===== src/rtl/sdram_stream_reader.sv =====
// Read-side DMA client: issues sequential word reads on the arbiter request port,
// buffers responses in a credit-guarded FIFO and streams them out. Optional macro: STREAM_READER_PREFETCH_EN.
module sdram_stream_reader #(
   parameter int ADDR_W     = 23,
   parameter int DATA_W     = 32,
   parameter int LEN_W      = 16,
   parameter int ADDR_STEP  = 4,
   parameter int FIFO_DEPTH = 8
) (
   input  logic              clk,
   input  logic              rst,
   input  logic              start,
   input  logic [ADDR_W-1:0] base_addr,
   input  logic [LEN_W-1:0]  length,
   output logic              idle,
   output logic              done,
   output logic [ADDR_W-1:0] mem_address,
   output logic              mem_rw,
   output logic              mem_in_valid,
   input  logic              mem_busy,
   input  logic              mem_out_valid,
   input  logic [DATA_W-1:0] mem_data_in,
   output logic              mem_prefetch_step,
   output logic              m_valid,
   input  logic              m_ready,
   output logic [DATA_W-1:0] m_data,
   output logic              m_last
);

   localparam int PTR_W = $clog2(FIFO_DEPTH);
   localparam int CNT_W = PTR_W + 1;

   localparam logic [1:0] S_IDLE  = 2'd0;
   localparam logic [1:0] S_ISSUE = 2'd1;
   localparam logic [1:0] S_DRAIN = 2'd2;
   localparam logic [1:0] S_DONE  = 2'd3;

   logic [1:0]        state_q, state_d;
   logic [ADDR_W-1:0] addr_q, addr_d;
   logic [LEN_W-1:0]  issued_left_q, issued_left_d;
   logic [LEN_W-1:0]  pop_left_q, pop_left_d;
   logic [CNT_W-1:0]  outstanding_q, outstanding_d;
   logic [CNT_W-1:0]  count_q, count_d;
   logic [PTR_W-1:0]  wr_ptr_q, rd_ptr_q;
   logic [DATA_W-1:0] fifo_mem [FIFO_DEPTH];

   logic [CNT_W:0]    credit_used;
   logic              req_accept;
   logic              push;
   logic              pop;

   // Every issued request owns a FIFO slot until its word is popped.
   assign credit_used  = {1'b0, outstanding_q} + {1'b0, count_q};
   assign mem_in_valid = (state_q == S_ISSUE) && (issued_left_q != '0) &&
                         (credit_used < (CNT_W + 1)'(FIFO_DEPTH));
   assign req_accept   = mem_in_valid & ~mem_busy;
   assign push         = mem_out_valid;
   assign m_valid      = (count_q != '0);
   assign pop          = m_valid & m_ready;
   assign m_data       = fifo_mem[rd_ptr_q];
   assign m_last       = m_valid && (pop_left_q == LEN_W'(1));

   assign idle        = (state_q == S_IDLE);
   assign done        = (state_q == S_DONE);
   assign mem_address = addr_q;
   assign mem_rw      = 1'b0;

`ifdef STREAM_READER_PREFETCH_EN
   assign mem_prefetch_step = mem_in_valid && (issued_left_q > LEN_W'(1));
`else
   assign mem_prefetch_step = 1'b0;
`endif

   always_comb begin
      // NOTE: every variable gets a default first so no path can infer a latch.
      state_d       = state_q;
      addr_d        = addr_q;
      issued_left_d = issued_left_q;
      pop_left_d    = pop_left_q;

      if (req_accept) begin
         addr_d        = addr_q + ADDR_W'(ADDR_STEP);
         issued_left_d = issued_left_q - LEN_W'(1);
      end
      if (pop) begin
         pop_left_d = pop_left_q - LEN_W'(1);
      end

      case (state_q)
         S_IDLE: begin
            if (start) begin
               if (length != '0) begin
                  state_d       = S_ISSUE;
                  addr_d        = base_addr;
                  issued_left_d = length;
                  pop_left_d    = length;
               end else begin
                  state_d = S_DONE;
               end
            end
         end
         S_ISSUE: if (req_accept && issued_left_q == LEN_W'(1)) state_d = S_DRAIN;
         S_DRAIN: if (pop && pop_left_q == LEN_W'(1)) state_d = S_DONE;
         S_DONE:  state_d = S_IDLE;
         default: state_d = S_IDLE;
      endcase
   end

   always_comb begin
      outstanding_d = outstanding_q;
      case ({req_accept, push})
         2'b10:   outstanding_d = outstanding_q + CNT_W'(1);
         2'b01:   outstanding_d = outstanding_q - CNT_W'(1);
         default: outstanding_d = outstanding_q;
      endcase

      count_d = count_q;
      case ({push, pop})
         2'b10:   count_d = count_q + CNT_W'(1);
         2'b01:   count_d = count_q - CNT_W'(1);
         default: count_d = count_q;
      endcase
   end

   always_ff @(posedge clk) begin
      if (rst) begin
         state_q       <= S_IDLE;
         addr_q        <= '0;
         issued_left_q <= '0;
         pop_left_q    <= '0;
         outstanding_q <= '0;
         count_q       <= '0;
         wr_ptr_q      <= '0;
         rd_ptr_q      <= '0;
      end else begin
         state_q       <= state_d;
         addr_q        <= addr_d;
         issued_left_q <= issued_left_d;
         pop_left_q    <= pop_left_d;
         outstanding_q <= outstanding_d;
         count_q       <= count_d;
         if (push) wr_ptr_q <= wr_ptr_q + PTR_W'(1);
         if (pop)  rd_ptr_q <= rd_ptr_q + PTR_W'(1);
      end
   end

   // NOTE: FIFO storage has no reset; count_q alone decides which entries are visible.
   always_ff @(posedge clk) begin
      if (push) fifo_mem[wr_ptr_q] <= mem_data_in;
   end

endmodule


===== config.mk =====
export PLATFORM = sky130hd
export DESIGN_NAME = sdram_stream_reader
export DESIGN_NICKNAME = d
export VERILOG_FILES = /design/src/rtl/sdram_stream_reader.sv
export SDC_FILE = /design/constraint.sdc
export NUM_CORES = 1
export LEC_CHECK = 0
export BUFFER_PORTS_ARGS = -buffer_cell sky130_fd_sc_hd__buf_2
export CORE_MARGIN = 5
export CORE_UTILIZATION = 35
export DETAILED_ROUTE_END_ITERATION = 8
export SYNTH_ARGS = -nofsm -noshare
export SYNTH_HDL_FRONTEND = slang
export SYNTH_SLANG_ARGS = --single-unit

===== constraint.sdc =====
create_clock -name clk -period 9.3 [get_ports clk]
set_clock_uncertainty 0.2 [all_clocks]
set_input_delay 0.93 -clock clk [delete_from_list [all_inputs] [get_ports clk]]
set_output_delay 0.93 -clock clk [all_outputs]
set_load 0.1 [all_outputs]

==> impl_summary.log, run 1 <==
INFO  metric run_status = finished, final reports clean
INFO  metric route.vias.total = 7747
INFO  metric combinational_family_with_the_most_area_after_synthesis = multiplexers
INFO  metric first_pass_grt_wire_length = 45100 um
INFO  metric number_of_antenna_violations_at_the_first_check_in_global_routing = 2
INFO  metric synthTopCellsByArea = edfxtp_1 (56%), dfxtp_1 (11%), mux4_2 (11%), mux2_2 (2.6%), xor2_1 (1.9%)
INFO  metric cts_tree = yes
INFO  metric gr-max-usage-layer = met2
INFO  metric endpoint_kind = primary output
INFO  metric maxSlewViolCount = 0
INFO  metric leakage = 5.42 nW
INFO  metric finalWorstPathRequiredPeriod = 4270 ps
INFO  metric fp.dieArea = 43000 um^2
INFO  metric drtIter0Drc = 412
INFO  metric initial_core_util = 35.4%
INFO  metric tritoncts_num_sinks = 330
INFO  metric yosys.area_share.adder = 1.98%
INFO  metric clk_transition_reported_paths = 60 ps
INFO  metric die_width = 207 um
INFO  metric final_sum_of_negative_setup_slack = 0 ps
INFO  metric cts_root_buf = clkbuf_16
INFO  metric peak_clock_frequency_supported_by_timing = 234 MHz
INFO  metric cp_slowest_stage_delay = 810 ps
INFO  metric design.core.area = 38600 um^2
INFO  metric cell_chain_critical_path = buf_4, mux4_2, mux2_2, buf_2
INFO  metric synth_top_cell_by_area = edfxtp_1
INFO  metric synth_cells = 848
INFO  metric edff_count_synth = 256
INFO  metric cts_made_buffers = 37
INFO  metric ys_async_sr_fraction = 0%
INFO  metric routabilityCongestion = 0.772
INFO  metric post_drt_via_cell_ratio = 5.03
INFO  metric global_route.usage.met1 = 17.1%
INFO  metric timing.critical_path.fanout_max = 50
INFO  metric critical_path_class = reg -> out
INFO  metric post_synth_and_or_nand_nor_area_fraction = 7.04%
INFO  metric worst_slew_pin_slew = 1090 ps
INFO  metric drc = 0
INFO  metric required = 8170 ps
INFO  metric vdd_ir_drop_max = 0.249 mV
INFO  metric design.portCount = 139
INFO  metric post_synth_num_cell_types = 55
INFO  metric detail_route.first_pass.iterations = 6
INFO  metric fin_worst_hold_slack = 267 ps
INFO  metric maxSlewHeadroom = 27.1%
INFO  metric place_area = 14900 um^2
INFO  metric kind_of_path_behind_the_tightest_hold_check = reg -> reg
INFO  metric period_share = 45.9%
INFO  metric unrepaired_setup_endpoints_after_global_routing = false
INFO  metric finalHoldViolations = 0
INFO  metric syn_to_layout_area_delta = 18.0%
INFO  metric postSynthRegisterBits = 330
INFO  metric drive_above_1_share = 31.3%
INFO  metric gr-total-overflow = 0
INFO  metric synth_commonest_cells = edfxtp_1 (256), dfxtp_1 (74), mux4_2 (64)
INFO  metric compound_gate_portion_of_the_synthesized_area = 4.97%
INFO  metric final_antenna_net_count = 0
INFO  metric dp.final_hpwl = 17000 um
INFO  metric grt_pass1_vias = 7977
INFO  metric routed_wirelength = 28800 um
INFO  metric critical_path.startpoint_type = flop
INFO  metric summed_instance_area_of_the_synthesized_netlist = 13600 um^2
INFO  metric power-per-cell-area = 307 nW/um^2
INFO  metric layout.cell_area.non_filler = 16100 um^2
INFO  metric cts_hold_buf = 0
INFO  metric postSynthAreaPerCell = 16.1 um^2
INFO  metric grt_util_met2 = 21.9%
INFO  metric synth.yosys.seq_area_share = 67.3%
INFO  metric h-tree-depth = 2
INFO  metric ctsLongestPathBuffers = 3
INFO  metric yosys_most_used_dff = edfxtp_1
INFO  metric synth_top_cell_area_share = 56.4%
INFO  metric cp_data_arrival_time = 3140 ps
INFO  metric post-synth-top-count-cell = edfxtp_1
INFO  metric grt_util_met3 = 2.96%
INFO  metric timing.final.setup_violations = 0
INFO  metric wire_per_inst = 18.7 um
INFO  metric final_net_count = 1090
INFO  metric synthMuxAreaShare = 13.5%
INFO  metric post_cts.repair.setup_buffers = 0
INFO  metric die_h = 207 um
INFO  metric yosysWarningCount = 0
INFO  metric row_count = 72
INFO  metric synth-xor-area-share = 3.47%
INFO  metric grt_max_degree = 93
INFO  metric slowest_library_cell_on_the_worst_path = buf_4
INFO  metric postCtsResizedCells = 0
INFO  metric gr-usage-all-layers = 13.0%
INFO  metric clock_latency = 520 ps
INFO  metric cap_violations = 0
INFO  metric port-buffer-count = 136
==> where the power goes <==
part | internal (mW) | total, mW | leakage, nW | switching, mW
Combinational | 0.514 | 1.73 | 1.92 | 1.22
Sequential | 1.72 | 1.85 | 2.94 | 0.131
Clock | 0.785 | 1.36 | 0.563 | 0.573
Total | 3.02 | 4.94 | 5.42 | 1.92
==> metal layers <==
metal | wire length (um) | share of wire (%)
met1 | 12700 | 44
met5 | 11 | 0.038
met2 | 13800 | 48
met3 | 1610 | 5.6
met4 | 626 | 2.2
==> worst max-delay path: cells and delay by family (launching register included) <==
family | cells | cell delay, ps
buffers and inverters | 2 | 1110
flip-flops | 1 | 540
multiplexers | 2 | 900
==> cells in the final DEF, fill, tap and decap left out, drive strengths merged, types with 3 or more instances in the layout <==
| cell type | instances |
|---|---|
| mux2 | 32 |
| buf | 149 |
| a211oi | 18 |
| nand3 | 10 |
| and4 | 4 |
| mux4 | 64 |
| clkinv | 16 |
| o21ai | 10 |
| or4 | 11 |
| a311oi | 5 |
| or2 | 3 |
| edfxtp | 256 |
| dfxtp | 74 |
| or3 | 11 |
| mux2i | 4 |
| nor2 | 53 |
| o21bai | 14 |
| a21oi | 40 |
| nor3 | 13 |
| inv | 18 |
| nand2b | 4 |
| xnor2 | 25 |
| nor4bb | 3 |
| nand2 | 19 |
| clkbuf | 46 |
| o31ai | 3 |
| xor2 | 29 |
| and3 | 3 |
| nand4 | 15 |
| ha | 20 |
| nor4 | 18 |
==> worst paths after layout <==
path	start	to	slack [ps]	cells past startpoint
worst max-delay path	flop	m_data[28]	5030	4
worst min-delay path	mem_address[0]	mem_address[0]	270	2
worst max register to register	issued_left_q[0]	outstanding_q[3]	5400	11
worst min register to register	mem_address[0]	mem_address[0]	270	2
==> kinds of logic (layout without fill, tap and decap cells) <==
logic type | Yosys count | in the layout
DFF | 330 | 330
and+or+nand+nor | 177 | 177
AOI/OAI and AO/OA | 104 | 104
muxes | 100 | 100
buffers and inverters | 61 | 232
xor gates and xnor gates | 54 | 54
adders and majority gates | 21 | 21
other | 1 | 3
==> metrics by stage <==
| step | power (mW) | utilization [%] | instances | setup slack (ps) |
|---|---|---|---|---|
| final | 4.94 | 41.7 | 1539 | 5030 |
| after global routing | 5.18 | 41.7 | 1538 | 4750 |
| after CTS | 5.00 | 41.7 | 1538 | 4920 |
| after detailed placement | 3.63 | 38.8 | 1471 | 5400 |
| after global placement | 3.61 | 38.8 | 1471 | 5460 |
| after floorplan | 3.31 | - | 849 | 5410 |
==> cell type report <==
type                    count  area, um^2
fillers                  3566       22500
flip-flops and latches    330        9180
multi-input cells         458        4290
clock buffers              46         981
repair buffers            149         778
well taps                 518         648
clock inverters            21         161
inverters                  16        60.1
diodes                      1        2.50
==> state kept, by name, summed over array words and instances, names as in the netlist, named ones only <==
signal         cells
state_q            2
outstanding_q      4
fifo_mem         256
count_q            4
pop_left_q        16
wr_ptr_q           3
mem_address       23
issued_left_q     16
rd_ptr_q           3
(Power assumes the default switching activity.)
==> inputs of run 2 (changes only) <==
==> constraint.sdc (replaced) <==
create_clock -name clk -period 4.2 [get_ports clk]
set_clock_uncertainty 0.2 [all_clocks]
set_input_delay 0.42 -clock clk [delete_from_list [all_inputs] [get_ports clk]]
set_output_delay 0.42 -clock clk [all_outputs]
set_load 0.1 [all_outputs]
==> run 2 against run 1 <==
  * Setup slack got worse by 4500 ps
  * Cell count increased by 3.6%
  * Critical path depth increased by 7
  * Hold slack got worse by 230 ps
  * Die area unchanged
  * Total power increased by 130%
  * Sequential power increased by 120%
  * Wire length increased by 5.1%
  * Via count increased by 3.9%
  * Final area increased by 4.2%
  * First-iteration DRC count increased by 9.0%
  * Global-route usage increased by 0.89 points
  * Largest cell class unchanged
  * Largest power group unchanged
==> impl_summary.log, run 2 (synthesized netlist as in run 1, its figures left out) <==
INFO  metric syn_to_layout_area_delta = 22.9%
INFO  metric routabilityCongestion = 0.784
INFO  metric finalWorstPathRequiredPeriod = 3690 ps
INFO  metric critical_path.startpoint_type = flop
INFO  metric gr-usage-all-layers = 13.9%
INFO  metric clk_transition_reported_paths = 50 ps
INFO  metric critical_path_buf_inv_count = 1
INFO  metric tritoncts_num_sinks = 330
INFO  metric number_of_antenna_violations_at_the_first_check_in_global_routing = 1
INFO  metric dp.final_hpwl = 18400 um
INFO  metric final_sum_of_negative_setup_slack = 0 ps
INFO  metric drtIter0Drc = 449
INFO  metric cap_violations = 0
INFO  metric design.portCount = 139
INFO  metric vdd_ir_drop_max = 0.512 mV
INFO  metric grt_max_degree = 65
INFO  metric period_share = 87.8%
INFO  metric wire_per_inst = 19.0 um
INFO  metric cell_chain_critical_path = inv_1, ha_1, or4b_2, or4_1, nand2_1, ha_1, nor4bb_1, a21oi_1, o21a_1, or3_1, a21oi_1
INFO  metric layout.cells.most_common_list = edfxtp_1 (256), buf_2 (136), dfxtp_1 (71)
INFO  metric critical_path.top_delay_family = simple AND/OR/NAND/NOR gates
INFO  metric required = 4450 ps
INFO  metric clock_latency = 530 ps
INFO  metric grt_pass1_vias = 8459
INFO  metric timing.final.setup_violations = 0
INFO  metric first_pass_grt_wire_length = 47800 um
INFO  metric endpoint_kind = flop
INFO  metric postLayoutSetupSlackWorst = 511 ps
INFO  metric maxSlewViolCount = 0
INFO  metric slowest_library_cell_on_the_worst_path = or4b_2
INFO  metric drive_above_1_share = 29.6%
INFO  metric cp_slowest_stage_delay = 640 ps
INFO  metric port-buffer-count = 136
INFO  metric die_width = 207 um
INFO  metric ctsLongestPathBuffers = 3
INFO  metric num_antenna_cells = 0
INFO  metric post_drt_via_cell_ratio = 5.05
INFO  metric detail_route.first_pass.iterations = 4
INFO  metric cts_made_buffers = 37
INFO  metric cts_hold_buf = 55
INFO  metric gr-total-overflow = 0
INFO  metric initial_core_util = 35.4%
INFO  metric maxSlewHeadroom = 24.5%
INFO  metric peak_clock_frequency_supported_by_timing = 271 MHz
INFO  metric drc = 0
INFO  metric run_status = finished, final reports clean
INFO  metric final_antenna_net_count = 0
INFO  metric post_cts.repair.setup_buffers = 0
INFO  metric timing.critical_path.fanout_max = 6
INFO  metric nFillCells = 3503
INFO  metric largest-register = fifo_mem
INFO  metric route.vias.total = 8053
INFO  metric fin_worst_hold_slack = 38.5 ps
INFO  metric unrepaired_setup_endpoints_after_global_routing = false
INFO  metric largest_register_ff_count = 256
INFO  metric dp_slack = 534 ps
INFO  metric h-tree-depth = 2
INFO  metric kind_of_path_behind_the_tightest_hold_check = in -> reg
INFO  metric final_net_count = 1148
INFO  metric postCtsResizedCells = 0
INFO  metric critical_path_class = reg -> reg
INFO  metric design.core.area = 38600 um^2
INFO  metric layout_commonest_cell = edfxtp_1
INFO  metric cp_data_arrival_time = 3940 ps
INFO  metric routed_wirelength = 30300 um
INFO  metric fp.dieArea = 43000 um^2
INFO  metric fin_util = 43.5%
INFO  metric die_h = 207 um
INFO  metric leakage = 5.69 nW
INFO  metric power-per-cell-area = 669 nW/um^2
INFO  metric row_count = 72
INFO  metric cts_tree = yes
INFO  metric finalHoldViolations = 0
INFO  metric cts_root_buf = clkbuf_16
INFO  metric worst_slew_pin_slew = 1130 ps
-- run 2: cell count changes in the layout (fill, tap and decap cells not counted), sizes merged --
| cell | delta |
|---|---|
| clkbuf | +1 |
| dlygate4sd3 | +55 |
| buf | +3 |
| diode | -1 |
| bufinv | +2 |
| clkinvlp | +1 |
| clkinv | -5 |
-- run 2: path summary, 6_finish.rpt --
check / from / cells past startpoint / slack [ps] / end
worst min-delay path: base_addr[15] / 4 / 40 / mem_address[15]
worst min register to register: rd_ptr_q[1] / 2 / 280 / flop
worst max-delay path: issued_left_q[0] / 11 / 510 / outstanding_q[3]
worst max register to register: issued_left_q[0] / 11 / 510 / outstanding_q[3]
-- run 2: power breakdown --
part           switching (mW)  total, mW  internal (mW)
combinational            2.72       3.92           1.20
sequential              0.312       4.12           3.81
clock                    1.28       3.17           1.89
-- run 2: area by class of cell --
type	instances	area [um^2]	share of cell area (%)
repair buffers	207	1390	8.29
flip-flops and latches	330	9180	54.7
clock buffers	47	1000	5.99
multi-input cells	458	4290	25.6
inverters	16	60.1	0.358
well taps	518	648	3.87
clock inverters	19	198	1.18
-- run 2: through the flow --
step                      total power [mW]  area, um^2  cells
final                                 11.2       16800   1595
after global routing                  11.7       16800   1595
after CTS                             11.3       16800   1595
after detailed placement              8.09       15000   1474
after global placement                8.06       15000   1474
after floorplan                       7.33       13600    849
-- run 2: worst min-delay path: stages --
cell and delay, ps:
buf_2 80, nor2_1 40, nor2_1 80, o31a_1 120
-- run 2: per-layer routing --
layer	vias up	track usage, %	part of all wire, %
met5	-	0	0.043
met4	2	4.29	2.3
met3	48	2.74	4.9
met2	206	23.5	49
met1	4032	18.3	44
li1	3765	-	-
==> inputs of run 3 (changes only) <==
--- a/config.mk
+++ b/config.mk
@@ -7,8 +7,9 @@
 export LEC_CHECK = 0
 export BUFFER_PORTS_ARGS = -buffer_cell sky130_fd_sc_hd__buf_2
 export CORE_MARGIN = 5
-export CORE_UTILIZATION = 35
+export CORE_UTILIZATION = 50
 export DETAILED_ROUTE_END_ITERATION = 8
+export PLACE_DENSITY = 0.69
 export SYNTH_ARGS = -nofsm -noshare
 export SYNTH_HDL_FRONTEND = slang
 export SYNTH_SLANG_ARGS = --single-unit
==> run 3 against run 2 <==
  * Die area decreased by 29%
  * Sequential power increased by 1%
  * Non-clock buffer count increased by 4
  * Hold slack got worse by 28 ps
  * Sequential cell count unchanged
  * Cell count decreased by 11%
  * Utilization increased by 18 points
  * Clock power decreased by 4%
==> impl_summary.log, run 3 (synthesized netlist as in run 1, its figures left out) <==
INFO  metric timing.critical_path.fanout_max = 11
INFO  metric slowest_library_cell_on_the_worst_path = or4b_2
INFO  metric layout_commonest_cell = edfxtp_1
INFO  metric ff2ff_path_depth = 11
INFO  metric design.portCount = 139
INFO  metric layout.cells.most_common_list = edfxtp_1 (256), buf_2 (136), dfxtp_1 (71)
INFO  metric final_net_count = 1151
INFO  metric routabilityCongestion = 0.848
INFO  metric cts_tree = yes
INFO  metric critical_path_class = reg -> out
INFO  metric run_status = finished, final reports clean
INFO  metric fin_util = 61.3%
INFO  metric row_count = 60
INFO  metric period_share = 83.6%
INFO  metric die_h = 175 um
INFO  metric fp.dieArea = 30700 um^2
INFO  metric first_pass_grt_wire_length = 45200 um
INFO  metric nFillCells = 2016
INFO  metric clk_transition_reported_paths = 60 ps
INFO  metric required = 3580 ps
INFO  metric design.core.area = 26900 um^2
INFO  metric grt_pass1_vias = 8321
INFO  metric vdd_ir_drop_max = 0.495 mV
INFO  metric cell_chain_critical_path = inv_1, ha_1, or4b_2, nor4_2, buf_4, nor2_1, buf_2
INFO  metric cts_made_buffers = 36
INFO  metric final_sum_of_negative_setup_slack = 0 ps
INFO  metric detail_route.first_pass.iterations = 5
INFO  metric syn_to_layout_area_delta = 20.9%
INFO  metric clock_latency = 520 ps
INFO  metric gr-usage-all-layers = 18.5%
INFO  metric holdPathStages = 3
INFO  metric reg2reg_setup_slack = 790 ps
INFO  metric largest-register = fifo_mem
INFO  metric drc = 0
INFO  metric proportion_of_total_power_due_to_net_switching = 38.4%
INFO  metric cts_root_buf = clkbuf_16
INFO  metric number_of_antenna_violations_at_the_first_check_in_global_routing = 1
INFO  metric drive_above_1_share = 30.1%
INFO  metric postCtsResizedCells = 0
INFO  metric route.vias.total = 8000
INFO  metric finalHoldViolations = 0
INFO  metric routed_wirelength = 28200 um
INFO  metric unrepaired_setup_endpoints_after_global_routing = false
INFO  metric wire_per_inst = 19.9 um
INFO  metric power-per-cell-area = 669 nW/um^2
INFO  metric maxSlewViolCount = 0
INFO  metric power_frac_seq = 37.7%
INFO  metric layoutNonFillerInstCount = 1420
INFO  metric ctsLongestPathBuffers = 3
INFO  metric critical_path.startpoint_type = flop
INFO  metric power_switching = 4.23 mW
INFO  metric kind_of_path_behind_the_tightest_hold_check = in -> reg
INFO  metric port-buffer-count = 136
INFO  metric endpoint_kind = primary output
INFO  metric cp_slowest_stage_delay = 620 ps
INFO  metric share_of_total_power_in_the_clock_network = 27.4%
INFO  metric area_of_the_multi_input_gates = 4290 um^2
INFO  metric power.internal = 6.79 mW
INFO  metric comb_power_share = 34.8%
INFO  metric tritoncts_num_sinks = 330
INFO  metric maxSlewHeadroom = 30.2%
INFO  metric gr-total-overflow = 0
INFO  metric h-tree-depth = 2
INFO  metric drtIter0Drc = 537
INFO  metric r2r-end = outstanding_q[3]
INFO  metric cp_data_arrival_time = 2890 ps
INFO  metric dp.final_hpwl = 17200 um
INFO  metric peak_clock_frequency_supported_by_timing = 285 MHz
INFO  metric die_width = 175 um
INFO  metric hold_path_endpoint = mem_address[3]
INFO  metric cap_violations = 0
INFO  metric grt_max_degree = 34
INFO  metric worst_slew_pin_slew = 1050 ps
INFO  metric worstHoldStart = base_addr[3]
INFO  metric critical_path.reg2reg.startpoint = issued_left_q[0]
INFO  metric largest_register_ff_count = 256
INFO  metric timing.final.setup_violations = 0
INFO  metric post_cts.repair.setup_buffers = 0
INFO  metric post_drt_via_cell_ratio = 5.63
INFO  metric finalWorstPathRequiredPeriod = 3510 ps
INFO  metric cts_hold_buf = 52
INFO  metric initial_core_util = 50.7%
INFO  metric dpl_cells = 1304
INFO  metric leakage = 5.69 nW
INFO  metric final_antenna_net_count = 0
INFO  metric register_area = 9180 um^2
## run 3: changes by cell type in the layout (fill, tap and decap cells not counted), moves of 2 or more
cell / delta
clkinvlp_2: -2
clkbuf_8: +2
dlygate4sd3_1: -3
buf_4: +9
clkbuf_16: -2
clkinv_2: +2
inv_6: +2
clkbuf_1: -2
buf_12: -2
## run 3: worst max-delay path: cells and delay by family (launching register included)
family | cells | cell delay, ps
and+or+nand+nor | 3 | 1070
DFF | 1 | 350
adders and majority gates | 1 | 260
buffers and inverters | 3 | 680
## run 3: worst max path at each step
stage                startpoint               end  slack, ps
2_1_floorplan        count_q[0]        count_q[3]        730
3_3_place_gp   issued_left_q[0]  outstanding_q[2]        900
3_5_place_dp   issued_left_q[0]  outstanding_q[3]        830
4_1_cts        issued_left_q[0]      mem_in_valid        690
5_1_grt        issued_left_q[0]      mem_in_valid        510
6_report       issued_left_q[0]      mem_in_valid        690
## run 3: through the flow
step	worst slack, ps	cell area [um^2]	hold WS (ps)	total power, mW
after floorplan	728	13600	254	7.33
after detailed placement	827	14800	253	8.04
final	688	16500	10.8	11.0
after global placement	902	14800	245	8.01
after global routing	513	16500	8.34	11.5
after CTS	688	16500	0.841	11.1
## run 3: routing by layer
metal,vias to the layer above,wire [um],global-route usage (%)
met5,-,0,0
met4,0,438,4.32
met3,32,1330,3.31
met2,198,14000,31.2
met1,4011,12500,25.4
li1,3759,-,-
## run 3: cell type report
type	instances	share of cell area, %
Antenna cell	1	0.0152
Clock buffer	45	5.91
Clock inverter	18	1.02
Inverter	16	0.364
Multi-Input combinational cell	458	26.0
Sequential cell	330	55.7
Tap cell	341	2.59
Timing Repair Buffer	211	8.41
## run 3: power groups by stage
stage | logic [mW] | clock network (mW) | registers [mW]
after floorplan | 2.84 | 0 | 4.49
after global placement | 3.78 | 0 | 4.22
after detailed placement | 3.81 | 0 | 4.23
after CTS | 3.87 | 3.08 | 4.17
after global routing | 4.08 | 3.24 | 4.22
final | 3.84 | 3.03 | 4.16
